**src/rtl/crypto_pkg.sv**
```systemverilog
// rtl/crypto_pkg.sv - shared lane/block types and the round-robin pick helper for lane_dispatch_scheduler
package crypto_pkg;

  localparam int CRYPTO_LANES     = 4;
  localparam int CRYPTO_BLOCK_W   = 32;
  localparam int CRYPTO_LANE_ID_W = $clog2(CRYPTO_LANES);
  localparam int RR_MAX_LANES     = 64;
  localparam int RR_IDX_W         = $clog2(RR_MAX_LANES);

  typedef logic [CRYPTO_LANE_ID_W-1:0] lane_id_t;
  typedef logic [CRYPTO_BLOCK_W-1:0]   block_t;

  // First set bit of mask at or above ptr, wrapping at n; mask is zero-extended to RR_MAX_LANES.
  function automatic int unsigned rr_pick(input logic [RR_MAX_LANES-1:0] mask,
                                          input int unsigned ptr,
                                          input int unsigned n);
    int unsigned pick;
    int unsigned idx;
    logic        found;
    pick  = 0;
    found = 1'b0;
    for (int unsigned k = 0; k < RR_MAX_LANES; k++) begin
      idx = (ptr + k) % n;
      if (!found && (k < n) && mask[idx[RR_IDX_W-1:0]]) begin
        pick  = idx;
        found = 1'b1;
      end
    end
    return pick;
  endfunction

endpackage

```
**src/rtl/lane_order_fifo.sv**
```systemverilog
// rtl/lane_order_fifo.sv - circular FIFO of lane ids recording block acceptance order
module lane_order_fifo
  import crypto_pkg::*;
#(
  parameter int DEPTH = CRYPTO_LANES,
  parameter int W     = CRYPTO_LANE_ID_W
) (
  input  logic         clk,
  input  logic         rst_n,
  input  logic         push_i,
  input  logic [W-1:0] push_id_i,
  input  logic         pop_i,
  output logic         empty_o,
  output logic         full_o,
  output logic [W-1:0] front_o
);

  localparam int CNT_W = W + 1;

  logic [DEPTH-1:0][W-1:0] mem_q;
  logic [W-1:0]            wr_ptr_q, wr_ptr_d;
  logic [W-1:0]            rd_ptr_q, rd_ptr_d;
  logic [CNT_W-1:0]        count_q, count_d;

  assign empty_o = (count_q == '0);
  assign full_o  = (count_q == CNT_W'(DEPTH));
  assign front_o = mem_q[rd_ptr_q];

  // DEPTH is a power of two, so the pointers wrap naturally.
  always_comb begin
    wr_ptr_d = wr_ptr_q;
    rd_ptr_d = rd_ptr_q;
    count_d  = count_q + CNT_W'(push_i) - CNT_W'(pop_i);
    if (push_i) wr_ptr_d = wr_ptr_q + W'(1);
    if (pop_i)  rd_ptr_d = rd_ptr_q + W'(1);
  end

  always_ff @(posedge clk or negedge rst_n) begin
    if (!rst_n) begin
      for (int i = 0; i < DEPTH; i++) mem_q[i] <= '0;
      wr_ptr_q <= '0;
      rd_ptr_q <= '0;
      count_q  <= '0;
    end else begin
      if (push_i) mem_q[wr_ptr_q] <= push_id_i;
      wr_ptr_q <= wr_ptr_d;
      rd_ptr_q <= rd_ptr_d;
      count_q  <= count_d;
    end
  end

endmodule

```
**src/rtl/lane_dispatch_scheduler.sv**
```systemverilog
// rtl/lane_dispatch_scheduler.sv - round-robin dispatch to encrypt lanes with in-order result release
// Optional perf counters under PERF_COUNTERS_EN; without it both counters are tied to 0.
module lane_dispatch_scheduler
  import crypto_pkg::*;
#(
  parameter int BLOCK_WIDTH   = CRYPTO_BLOCK_W,
  parameter int NUM_LANES     = CRYPTO_LANES,
  parameter int COUNTER_WIDTH = 32
) (
  input  logic                             clk,
  input  logic                             rst_n,
  input  logic [BLOCK_WIDTH-1:0]           data_in,
  input  logic                             data_in_valid,
  output logic                             data_in_ready,
  output logic [BLOCK_WIDTH-1:0]           data_out,
  output logic                             data_out_valid,
  input  logic                             data_out_ready,
  input  logic [NUM_LANES-1:0]             lane_enable,
  output logic [NUM_LANES-1:0]             lane_start,
  output logic [NUM_LANES*BLOCK_WIDTH-1:0] lane_din,
  input  logic [NUM_LANES-1:0]             lane_idle,
  input  logic [NUM_LANES-1:0]             lane_done,
  input  logic [NUM_LANES*BLOCK_WIDTH-1:0] lane_dout,
  output logic                             err_spurious,
  output logic [COUNTER_WIDTH-1:0]         blocks_processed,
  output logic [COUNTER_WIDTH-1:0]         cycles_elapsed
);

  localparam int LANE_ID_W = $clog2(NUM_LANES);

  logic [NUM_LANES-1:0]                   issued_q, issued_d;
  logic [NUM_LANES-1:0]                   res_valid_q, res_valid_d;
  logic [NUM_LANES-1:0][BLOCK_WIDTH-1:0]  res_q;
  logic [NUM_LANES-1:0]                   lane_start_q, lane_start_d;
  logic [NUM_LANES*BLOCK_WIDTH-1:0]       lane_din_q;
  logic [LANE_ID_W-1:0]                   rr_ptr_q, rr_ptr_d;
  logic                                   err_q, err_d;
  logic                                   running_q;

  logic [NUM_LANES-1:0] free;
  logic [LANE_ID_W-1:0] grant;
  logic [LANE_ID_W-1:0] head;
  logic                 fifo_empty, fifo_full;
  logic                 accept, pop;

  assign free  = lane_enable & lane_idle & ~issued_q & ~res_valid_q;
  assign grant = LANE_ID_W'(rr_pick(RR_MAX_LANES'(free), 32'(rr_ptr_q), NUM_LANES));

  // running_q keeps ready low while reset is held and for the first cycle after release.
  assign data_in_ready  = running_q & (|free) & ~fifo_full;
  assign accept         = data_in_valid & data_in_ready;
  assign data_out_valid = ~fifo_empty & res_valid_q[head];
  assign data_out       = res_q[head];
  assign pop            = data_out_valid & data_out_ready;

  assign lane_start   = lane_start_q;
  assign lane_din     = lane_din_q;
  assign err_spurious = err_q;

  lane_order_fifo #(
    .DEPTH (NUM_LANES),
    .W     (LANE_ID_W)
  ) u_fifo (
    .clk       (clk),
    .rst_n     (rst_n),
    .push_i    (accept),
    .push_id_i (grant),
    .pop_i     (pop),
    .empty_o   (fifo_empty),
    .full_o    (fifo_full),
    .front_o   (head)
  );

  always_comb begin
    issued_d     = issued_q;
    res_valid_d  = res_valid_q;
    lane_start_d = '0;
    rr_ptr_d     = rr_ptr_q;
    err_d        = err_q | (|(lane_done & ~issued_q));
    for (int i = 0; i < NUM_LANES; i++) begin
      if (lane_done[i] && issued_q[i]) begin
        issued_d[i]    = 1'b0;
        res_valid_d[i] = 1'b1;
      end
    end
    if (pop) res_valid_d[head] = 1'b0;
    if (accept) begin
      issued_d[grant]     = 1'b1;
      lane_start_d[grant] = 1'b1;
      rr_ptr_d            = grant + LANE_ID_W'(1);
    end
  end

  always_ff @(posedge clk or negedge rst_n) begin
    if (!rst_n) begin
      issued_q     <= '0;
      res_valid_q  <= '0;
      res_q        <= '0;
      lane_start_q <= '0;
      lane_din_q   <= '0;
      rr_ptr_q     <= '0;
      err_q        <= 1'b0;
      running_q    <= 1'b0;
    end else begin
      issued_q     <= issued_d;
      res_valid_q  <= res_valid_d;
      lane_start_q <= lane_start_d;
      rr_ptr_q     <= rr_ptr_d;
      err_q        <= err_d;
      running_q    <= 1'b1;
      for (int i = 0; i < NUM_LANES; i++) begin
        if (lane_done[i] && issued_q[i])
          res_q[i] <= lane_dout[i*BLOCK_WIDTH +: BLOCK_WIDTH];
        if (accept && (grant == LANE_ID_W'(i)))
          lane_din_q[i*BLOCK_WIDTH +: BLOCK_WIDTH] <= data_in;
      end
    end
  end

`ifdef PERF_COUNTERS_EN
  logic [COUNTER_WIDTH-1:0] blocks_q;
  logic [COUNTER_WIDTH-1:0] cycles_q;
  logic                     started_q;

  always_ff @(posedge clk or negedge rst_n) begin
    if (!rst_n) begin
      blocks_q  <= '0;
      cycles_q  <= '0;
      started_q <= 1'b0;
    end else begin
      if (pop)       blocks_q  <= blocks_q + COUNTER_WIDTH'(1);
      if (started_q) cycles_q  <= cycles_q + COUNTER_WIDTH'(1);
      if (accept)    started_q <= 1'b1;
    end
  end

  assign blocks_processed = blocks_q;
  assign cycles_elapsed   = cycles_q;
`else
  assign blocks_processed = '0;
  assign cycles_elapsed   = '0;
`endif

endmodule

```
**config.mk**
```make
export PLATFORM = sky130hd
export DESIGN_NAME = lane_dispatch_scheduler
export DESIGN_NICKNAME = d
export VERILOG_FILES = /design/src/rtl/crypto_pkg.sv /design/src/rtl/lane_order_fifo.sv /design/src/rtl/lane_dispatch_scheduler.sv
export SDC_FILE = /design/constraint.sdc
export NUM_CORES = 1
export LEC_CHECK = 0
export CAP_MARGIN = 20
export CORE_AREA = 2 2 158 160
export DETAILED_ROUTE_END_ITERATION = 8
export DIE_AREA = 0 0 160 162
export DONT_BUFFER_PORTS = 1
export PLACE_DENSITY = 0.74
export SKIP_CTS_REPAIR_TIMING = 1
export SYNTH_ARGS = -nofsm -noshare
export SYNTH_HDL_FRONTEND = slang
export SYNTH_SLANG_ARGS = --single-unit
```
**constraint.sdc**
```tcl
create_clock -name clk -period 2.89 [get_ports clk]
set_input_delay 0.289 -clock clk [delete_from_list [all_inputs] [get_ports clk]]
set_output_delay 0.289 -clock clk [all_outputs]
set_load 0.01 [all_outputs]
```
==> results of run 1 <==
## kinds of logic (layout without fill, tap and decap cells)
kind of cell | Yosys count | in the layout
mux | 308 | 308
flops | 287 | 287
buf+inv | 116 | 250
simple gates | 35 | 35
compound gates | 26 | 26
fa+ha+maj | 11 | 11
xor+xnor | 4 | 4
other cells | 2 | 65
## cells in the mapped netlist (all sizes together) (5+ instances only)
master | n | area [um^2]
nand2 | 13 | 48.8
o21ai | 5 | 25.0
nor2 | 5 | 18.8
dfrtp | 287 | 7180
mux4 | 33 | 743
a21oi | 7 | 35.0
buf | 100 | 757
inv | 14 | 52.6
mux2i | 9 | 90.1
mux2 | 266 | 3420
ha | 10 | 125
## flip-flops by register name, summed over array words and instances (netlist names)
register,cells
u_fifo.rd_ptr_q,2
lane_din,128
u_fifo.count_q,3
rr_ptr_q,2
running_q,1
issued_q,4
u_fifo.wr_ptr_q,2
lane_start,4
res_valid_q,4
u_fifo.mem_q,8
err_spurious,1
res_q,128
## routing by layer
layer | routed length, um | track usage, % | vias up
met1 | 11900 | 25.6 | 3706
met2 | 14900 | 33.2 | 317
met4 | 656 | 4.87 | 0
li1 | - | - | 3024
met3 | 2670 | 8.96 | 48
met5 | 0 | 0.189 | -
## worst min-delay path by stage
stage / slack (ps) / endpoint / depth (start not counted)
6_report: -560 / res_q[99] / 0
5_1_grt: -580 / res_q[99] / 0
4_1_cts: -580 / res_q[99] / 0
3_5_place_dp: 0.3 / res_q[99] / 0
3_3_place_gp: 0.06 / res_q[99] / 0
2_1_floorplan: -7 / err_spurious / 0
## stage by stage
| step | total power, mW | instances | util [%] | setup TNS, ps |
|---|---|---|---|---|
| final | 16.9 | 1310 | 64.4 | 0 |
| after global routing | 17.8 | 1310 | 64.4 | 0 |
| after CTS | 16.7 | 1145 | 57.5 | -3760 |
| after detailed placement | 12.8 | 1091 | 53.5 | 0 |
| after global placement | 12.6 | 1091 | 53.5 | 0 |
| after floorplan | 11.7 | 852 | - | 0 |
## power by group
part / total [mW] / switching [mW] / internal, mW
clock network: 3.81 / 1.58 / 2.23
registers: 7.76 / 1.83 / 5.93
logic: 5.38 / 2.11 / 3.27
total: 16.9 / 5.52 / 11.4
## final cells by class
type                       instances  area, um^2  area share [%]
timing repair buffer             182        1840            11.8
tap                              324         405            2.61
clock inverter                    12         123           0.790
inverter                          14        52.6           0.338
clock buffer                      42         855            5.50
multi-input combinational        449        5070            32.7
sequential                       287        7180            46.2
## placed cells by master, fill, tap and decap left out, types with 2 or more instances in the layout
master / count
sky130_fd_sc_hd__o22ai_1: 3
sky130_fd_sc_hd__buf_12: 5
sky130_fd_sc_hd__clkbuf_1: 5
sky130_fd_sc_hd__mux2_4: 113
sky130_fd_sc_hd__inv_1: 14
sky130_fd_sc_hd__bufinv_16: 2
sky130_fd_sc_hd__o21ai_0: 5
sky130_fd_sc_hd__mux2i_2: 2
sky130_fd_sc_hd__clkbuf_8: 8
sky130_fd_sc_hd__dfrtp_1: 287
sky130_fd_sc_hd__mux2i_1: 7
sky130_fd_sc_hd__a21oi_1: 7
sky130_fd_sc_hd__and2_2: 4
sky130_fd_sc_hd__xnor2_1: 4
sky130_fd_sc_hd__mux2_2: 153
sky130_fd_sc_hd__nand2_1: 13
sky130_fd_sc_hd__nand3_1: 2
sky130_fd_sc_hd__a21o_1: 4
sky130_fd_sc_hd__conb_1: 65
sky130_fd_sc_hd__nor2_1: 5
sky130_fd_sc_hd__nand2b_1: 2
sky130_fd_sc_hd__buf_4: 13
sky130_fd_sc_hd__clkinv_2: 6
sky130_fd_sc_hd__o31ai_1: 2
sky130_fd_sc_hd__dlygate4sd3_1: 164
sky130_fd_sc_hd__and4bb_2: 3
sky130_fd_sc_hd__clkinvlp_4: 2
sky130_fd_sc_hd__clkbuf_16: 29
sky130_fd_sc_hd__ha_1: 10
sky130_fd_sc_hd__mux4_2: 33
==> summary.json, run 1 <==
{
  "detailed_routing": {
    "route.final.wire_length_um": 30200,
    "ant_nets": 0,
    "drt-initial-drc-count": 536,
    "drc_errors": 0,
    "firstDrtPassIters": 4,
    "detailroute.via_count": 7095,
    "avgRoutedWirePerCell_um": 23.0,
    "detail_route.vias_per_cell": 5.42
  },
  "critical_path": {
    "critPathSlowestCell": "sky130_fd_sc_hd__mux4_2",
    "regToRegSetupSlack_ps": 200,
    "cp.required_ps": 2600,
    "critical_path.max_stage_delay_ps": 600,
    "r2r_end": "u_fifo.count_q[2]",
    "reg2reg_depth": 11,
    "cp.depth": 4,
    "critPathBufInv": 1,
    "r2r-start": "u_fifo.rd_ptr_q[0]",
    "worstPathCellList": "mux2i_2 > mux2_4 > buf_12 > mux4_2",
    "start_kind": "flop",
    "setup.worst_path.end": "data_out[0]",
    "timing.critical_path.fanout_max": 20,
    "cpLargestDelayFamily": "multiplexers",
    "critPathLaunch": "u_fifo.rd_ptr_q[1]",
    "path_class": "reg -> out",
    "worstSetupEndpointType": "output pin",
    "cp.arrival_ps": 2470
  },
  "power": {
    "cellPowerDensity_nw_per_um2": 1090,
    "ir_drop_uv": 645,
    "static-leakage-power_nw": 7.14
  },
  "yosys": {
    "synth-seq-cells": 287,
    "yosys_warnings": 0,
    "synth_adder_area_share_pct": 1.13,
    "synth_simple_gate_area_share_pct": 1.72,
    "synth.cell_area_um2": 12800,
    "yosys.cell_types.count": 37,
    "synth_compound_gate_area_share_pct": 1.27,
    "ys_dominant_reg_cell": "sky130_fd_sc_hd__dfrtp_1",
    "yosys.area_share.xor_xnor_pct": 0.273,
    "share_of_flip_flops_with_an_asynchronous_set_or_reset_after_synthesis_pct": 100,
    "post_synth_mux_area_share_pct": 33.1,
    "synth_top_family_by_area": "multiplexers",
    "postSynthCellCount": 789,
    "synth_enable_flop_cells": 0,
    "avgSynthCellArea_um2": 16.2,
    "share_of_synthesized_area_occupied_by_flip_flops_and_latches_pct": 56.0
  },
  "final_layout": {
    "layout-drive-gt1-share_pct": 38.3,
    "layout.cell_area.non_filler_um2": 15500,
    "fin_nets": 1150,
    "area_growth_from_synthesis_to_layout_pct": 21.1,
    "antennaDiodeCount": 0,
    "final.fill_count": 1669
  },
  "floorplan": {
    "fp.coreArea_um2": 24100,
    "fp.dieH_um": 162,
    "start_util_pct": 53.2,
    "die_w_um": 160,
    "placementRows": 57,
    "dieArea_um2": 25900,
    "io_pins": 407
  },
  "timing": {
    "hold-worst-slack_ps": -558,
    "report.final.slew_viol_count": 0,
    "worst_slew_margin_rel_pct": 44.8,
    "final_report_hold_violation_count": 287,
    "final_period_minus_worst_setup_slack_ps": 2760,
    "setup_repair_after_global_routing_missed_its_margin": "false",
    "timing.final.setup_violations": 0,
    "layout_worst_path_cycle_share_pct": 95.6,
    "worstMarginPinSlew_ps": 828,
    "fmax_ghz": 0.362,
    "worst_slack_ps": 126,
    "fin_worst_skew_ps": 8.63
  },
  "status": {
    "run_status": "finished with violations",
    "violations": "negative hold slack"
  },
  "cts": {
    "clock-sinks": 287,
    "cts.clk_slew.worst_paths_ps": 60,
    "clock_insertion_delay_worst_skew_ps": 540,
    "ctsRootBufferMaster": "sky130_fd_sc_hd__clkbuf_16",
    "clock_tree.htree_level_count": 1,
    "cts_buffer_depth": 3,
    "cts_bufs_inserted": 29,
    "clock_tree_from_tritoncts": "yes"
  },
  "place": {
    "detailed_place.area_um2": 12900,
    "worst_slack_at_placement_ps": 186,
    "gpl.final_weighted_congestion": 0.800,
    "hpwlAfterDp_um": 18400,
    "place.port_buffers": 0
  },
  "min_path": {
    "min-delay-path-class": "in -> async"
  },
  "grt": {
    "grt_first_pass_wirelength_um": 41400,
    "antenna_found_initial": 0,
    "first_global_vias": 6755,
    "gr-usage-all-layers_pct": 20.5,
    "grt_overflow_total": 0,
    "grt_start_max_net_pins": 288
  },
  "job": {
    "maxCapViolations": 0
  }
}
Note: power is estimated with default switching activity, not from simulation.
==> inputs of run 2 (changes only) <==
Settings changed: CORE_AREA 2 2 158 160 to not set, CORE_MARGIN set to 2, CORE_UTILIZATION set to 35, DIE_AREA 0 0 160 162 to not set, PLACE_DENSITY 0.74 to 0.54, REMOVE_ABC_BUFFERS set to 1.
==> summary.json, run 2 (same netlist as run 1, synthesis figures left out) <==
{
  "floorplan": {
    "start_util": {"value": 35.3, "unit": "%", "change": "-18 points"},
    "io_pins": {"value": 407, "change": "unchanged"},
    "placementRows": {"value": 70, "change": "+23%"},
    "fp.dieH": {"value": 195, "unit": "um", "change": "+21%"},
    "dieArea": {"value": 38200, "unit": "um^2", "change": "+47%"},
    "die_w": {"value": 195, "unit": "um", "change": "+22%"},
    "fp.coreArea": {"value": 36300, "unit": "um^2", "change": "+51%"}
  },
  "grt": {
    "met1_layer_usage_reported_by_global_route": {"value": 18.5, "unit": "%", "change": "-7.1 points"},
    "met3_usage": {"value": 7.37, "unit": "%", "change": "-1.6 points"},
    "grt_most_used_layer": "met2",
    "grt_first_pass_wirelength": {"value": 44400, "unit": "um", "change": "+7.2%"},
    "gr-usage-all-layers": {"value": 15.4, "unit": "%", "change": "-5.1 points"},
    "grt_overflow_total": {"value": 0, "change": "unchanged"},
    "antenna_found_initial": {"value": 1, "change": "+1"},
    "first_global_vias": {"value": 7118, "change": "+5.4%"},
    "grt_start_max_net_pins": {"value": 288, "change": "unchanged"},
    "gr-usage-met2": {"value": 24.1, "unit": "%", "change": "-9.1 points"}
  },
  "cts": {
    "clock_tree.htree_level_count": {"value": 2, "change": "+1"},
    "cts_buffer_depth": {"value": 3, "change": "unchanged"},
    "clock_insertion_delay_worst_skew": {"value": 510, "unit": "ps", "change": "-30 ps"},
    "clock-sinks": {"value": 287, "change": "unchanged"},
    "cts_bufs_inserted": {"value": 34, "change": "+17%"},
    "cts.clk_slew.worst_paths": {"value": 60, "unit": "ps", "change": "about the same"},
    "ctsRootBufferMaster": "sky130_fd_sc_hd__clkbuf_16",
    "clock_tree_from_tritoncts": "yes"
  },
  "final_layout": {
    "layout-drive-gt1-share": {"value": 39.2, "unit": "%", "change": "+0.90 points"},
    "finalCoreUtilization": {"value": 43.8, "unit": "%", "change": "-21 points"},
    "final_common_cell": "sky130_fd_sc_hd__dfrtp_1",
    "area_growth_from_synthesis_to_layout_pct": 24.2,
    "final_cell_mix": "sky130_fd_sc_hd__dfrtp_1 (286), sky130_fd_sc_hd__dlygate4sd3_1 (164), sky130_fd_sc_hd__mux2_2 (153)",
    "multi_input_comb_area": {"value": 5100, "unit": "um^2", "change": "+0.47%"},
    "fin_nets": {"value": 1156, "change": "+0.52%"},
    "seq_area": {"value": 7180, "unit": "um^2", "change": "about the same"},
    "final.fill_count": {"value": 3209, "change": "+92%"}
  },
  "place": {
    "place.port_buffers": {"value": 0, "change": "unchanged"},
    "hpwlAfterDp": {"value": 19600, "unit": "um", "change": "+6.3%"},
    "gpl.final_weighted_congestion": {"value": 0.742, "change": "-7.3%"}
  },
  "timing": {
    "worst_slew_margin_rel": {"value": 22.8, "unit": "%", "change": "-22 points"},
    "final_period_minus_worst_setup_slack": {"value": 2720, "unit": "ps", "change": "-42.0 ps"},
    "worstMarginPinSlew": {"value": 1160, "unit": "ps", "change": "+330 ps"},
    "fin_worst_skew": {"value": 5.85, "unit": "ps", "change": "-2.78 ps"},
    "timing.final.setup_violations": {"value": 0, "change": "unchanged"},
    "setup_repair_after_global_routing_missed_its_margin": "false",
    "hold-worst-slack": {"value": -531, "unit": "ps", "change": "+27.7 ps"},
    "fmax": {"value": 0.367, "unit": "GHz", "change": "+1.5%"},
    "report.final.slew_viol_count": {"value": 0, "change": "unchanged"},
    "layout_worst_path_cycle_share": {"value": 94.2, "unit": "%", "change": "-1.5 points"},
    "final_report_hold_violation_count": {"value": 287, "change": "unchanged"}
  },
  "critical_path": {
    "path_class": "reg -> out",
    "cp.arrival": {"value": 2430, "unit": "ps", "change": "-40 ps"},
    "cp.required": {"value": 2600, "unit": "ps", "change": "about the same"},
    "timing.critical_path.fanout_max": {"value": 16, "change": "-20%"},
    "worstSetupEndpointType": "output pin",
    "start_kind": "flop",
    "regToRegSetupSlack": {"value": 230, "unit": "ps", "change": "+30 ps"}
  },
  "power": {
    "ir_drop": {"value": 564, "unit": "uV", "change": "-13%"},
    "cellPowerDensity": {"value": 1090, "unit": "nW/um^2", "change": "about the same"},
    "static-leakage-power": {"value": 7.24, "unit": "nW", "change": "+1.3%"}
  },
  "detailed_routing": {
    "drt-initial-drc-count": {"value": 169, "change": "-68%"},
    "ant_nets": {"value": 0, "change": "unchanged"},
    "firstDrtPassIters": {"value": 4, "change": "unchanged"},
    "detailroute.via_count": {"value": 6960, "change": "-1.9%"},
    "detail_route.vias_per_cell": {"value": 4.76, "change": "-12%"},
    "route.final.wire_length": {"value": 30800, "unit": "um", "change": "+1.9%"},
    "avgRoutedWirePerCell": {"value": 21.0, "unit": "um", "change": "-8.7%"},
    "drc_errors": {"value": 0, "change": "unchanged"}
  },
  "status": {
    "run_status": "finished with violations",
    "violations": "negative hold slack"
  },
  "min_path": {
    "min-delay-path-class": "in -> async"
  },
  "job": {
    "maxCapViolations": {"value": 0, "change": "unchanged"}
  }
}
run 2: layout make-up:
| type | instances | area share, % |
|---|---|---|
| clock inverters | 8 | 0.440 |
| diodes | 1 | 0.0157 |
| repair buffers | 183 | 11.7 |
| well taps | 468 | 3.68 |
| inverters | 14 | 0.330 |
| multi-input cells | 449 | 32.0 |
| clock buffers | 53 | 6.76 |
| flip-flops and latches | 287 | 45.1 |
run 2: path summary, 6_finish.rpt:
check / start / endpoint / cells past startpoint
max: u_fifo.rd_ptr_q[1] / data_out[14] / 4
min: rst_n / res_q[3] / 0
max reg2reg: u_fifo.rd_ptr_q[0] / u_fifo.count_q[2] / 11
min reg2reg: res_q[100] / res_q[100] / 1
max in group asynchronous: rst_n / u_fifo.wr_ptr_q[0] / 0
min in group clk: lane_done[2] / res_valid_q[2] / 2
run 2: report_power, final:
part | switching (mW) | total (mW) | internal [mW]
Clock | 1.67 | 4.31 | 2.65
Sequential | 1.80 | 7.73 | 5.93
Combinational | 2.05 | 5.35 | 3.30
Total | 5.51 | 17.4 | 11.9
run 2: critical path: stages (launching register included):
cell                      delay (ps)
sky130_fd_sc_hd__dfrtp_2         440
sky130_fd_sc_hd__mux2i_2         330
sky130_fd_sc_hd__mux2_4          320
sky130_fd_sc_hd__buf_12          210
sky130_fd_sc_hd__mux4_2          590
run 2: metal layers:
metal  up-vias  wire [um]
met5         -          0
met4         0        621
li1       3039          -
met3        38       2970
met2       309      14300
met1      3574      12800
run 2: stage by stage:
stage          TNS, ps  total power [mW]  instances  area [um^2]  setup slack (ps)
5_1_grt              0              18.4       1463        15900              7.87
3_3_place_gp         0              12.8       1237        13100               272
3_5_place_dp         0              12.9       1237        13100               234
2_1_floorplan   -38700              11.5        750        12300              -419
4_1_cts          -2090              17.4       1298        14300              -101
6_report             0              17.4       1463        15900               168
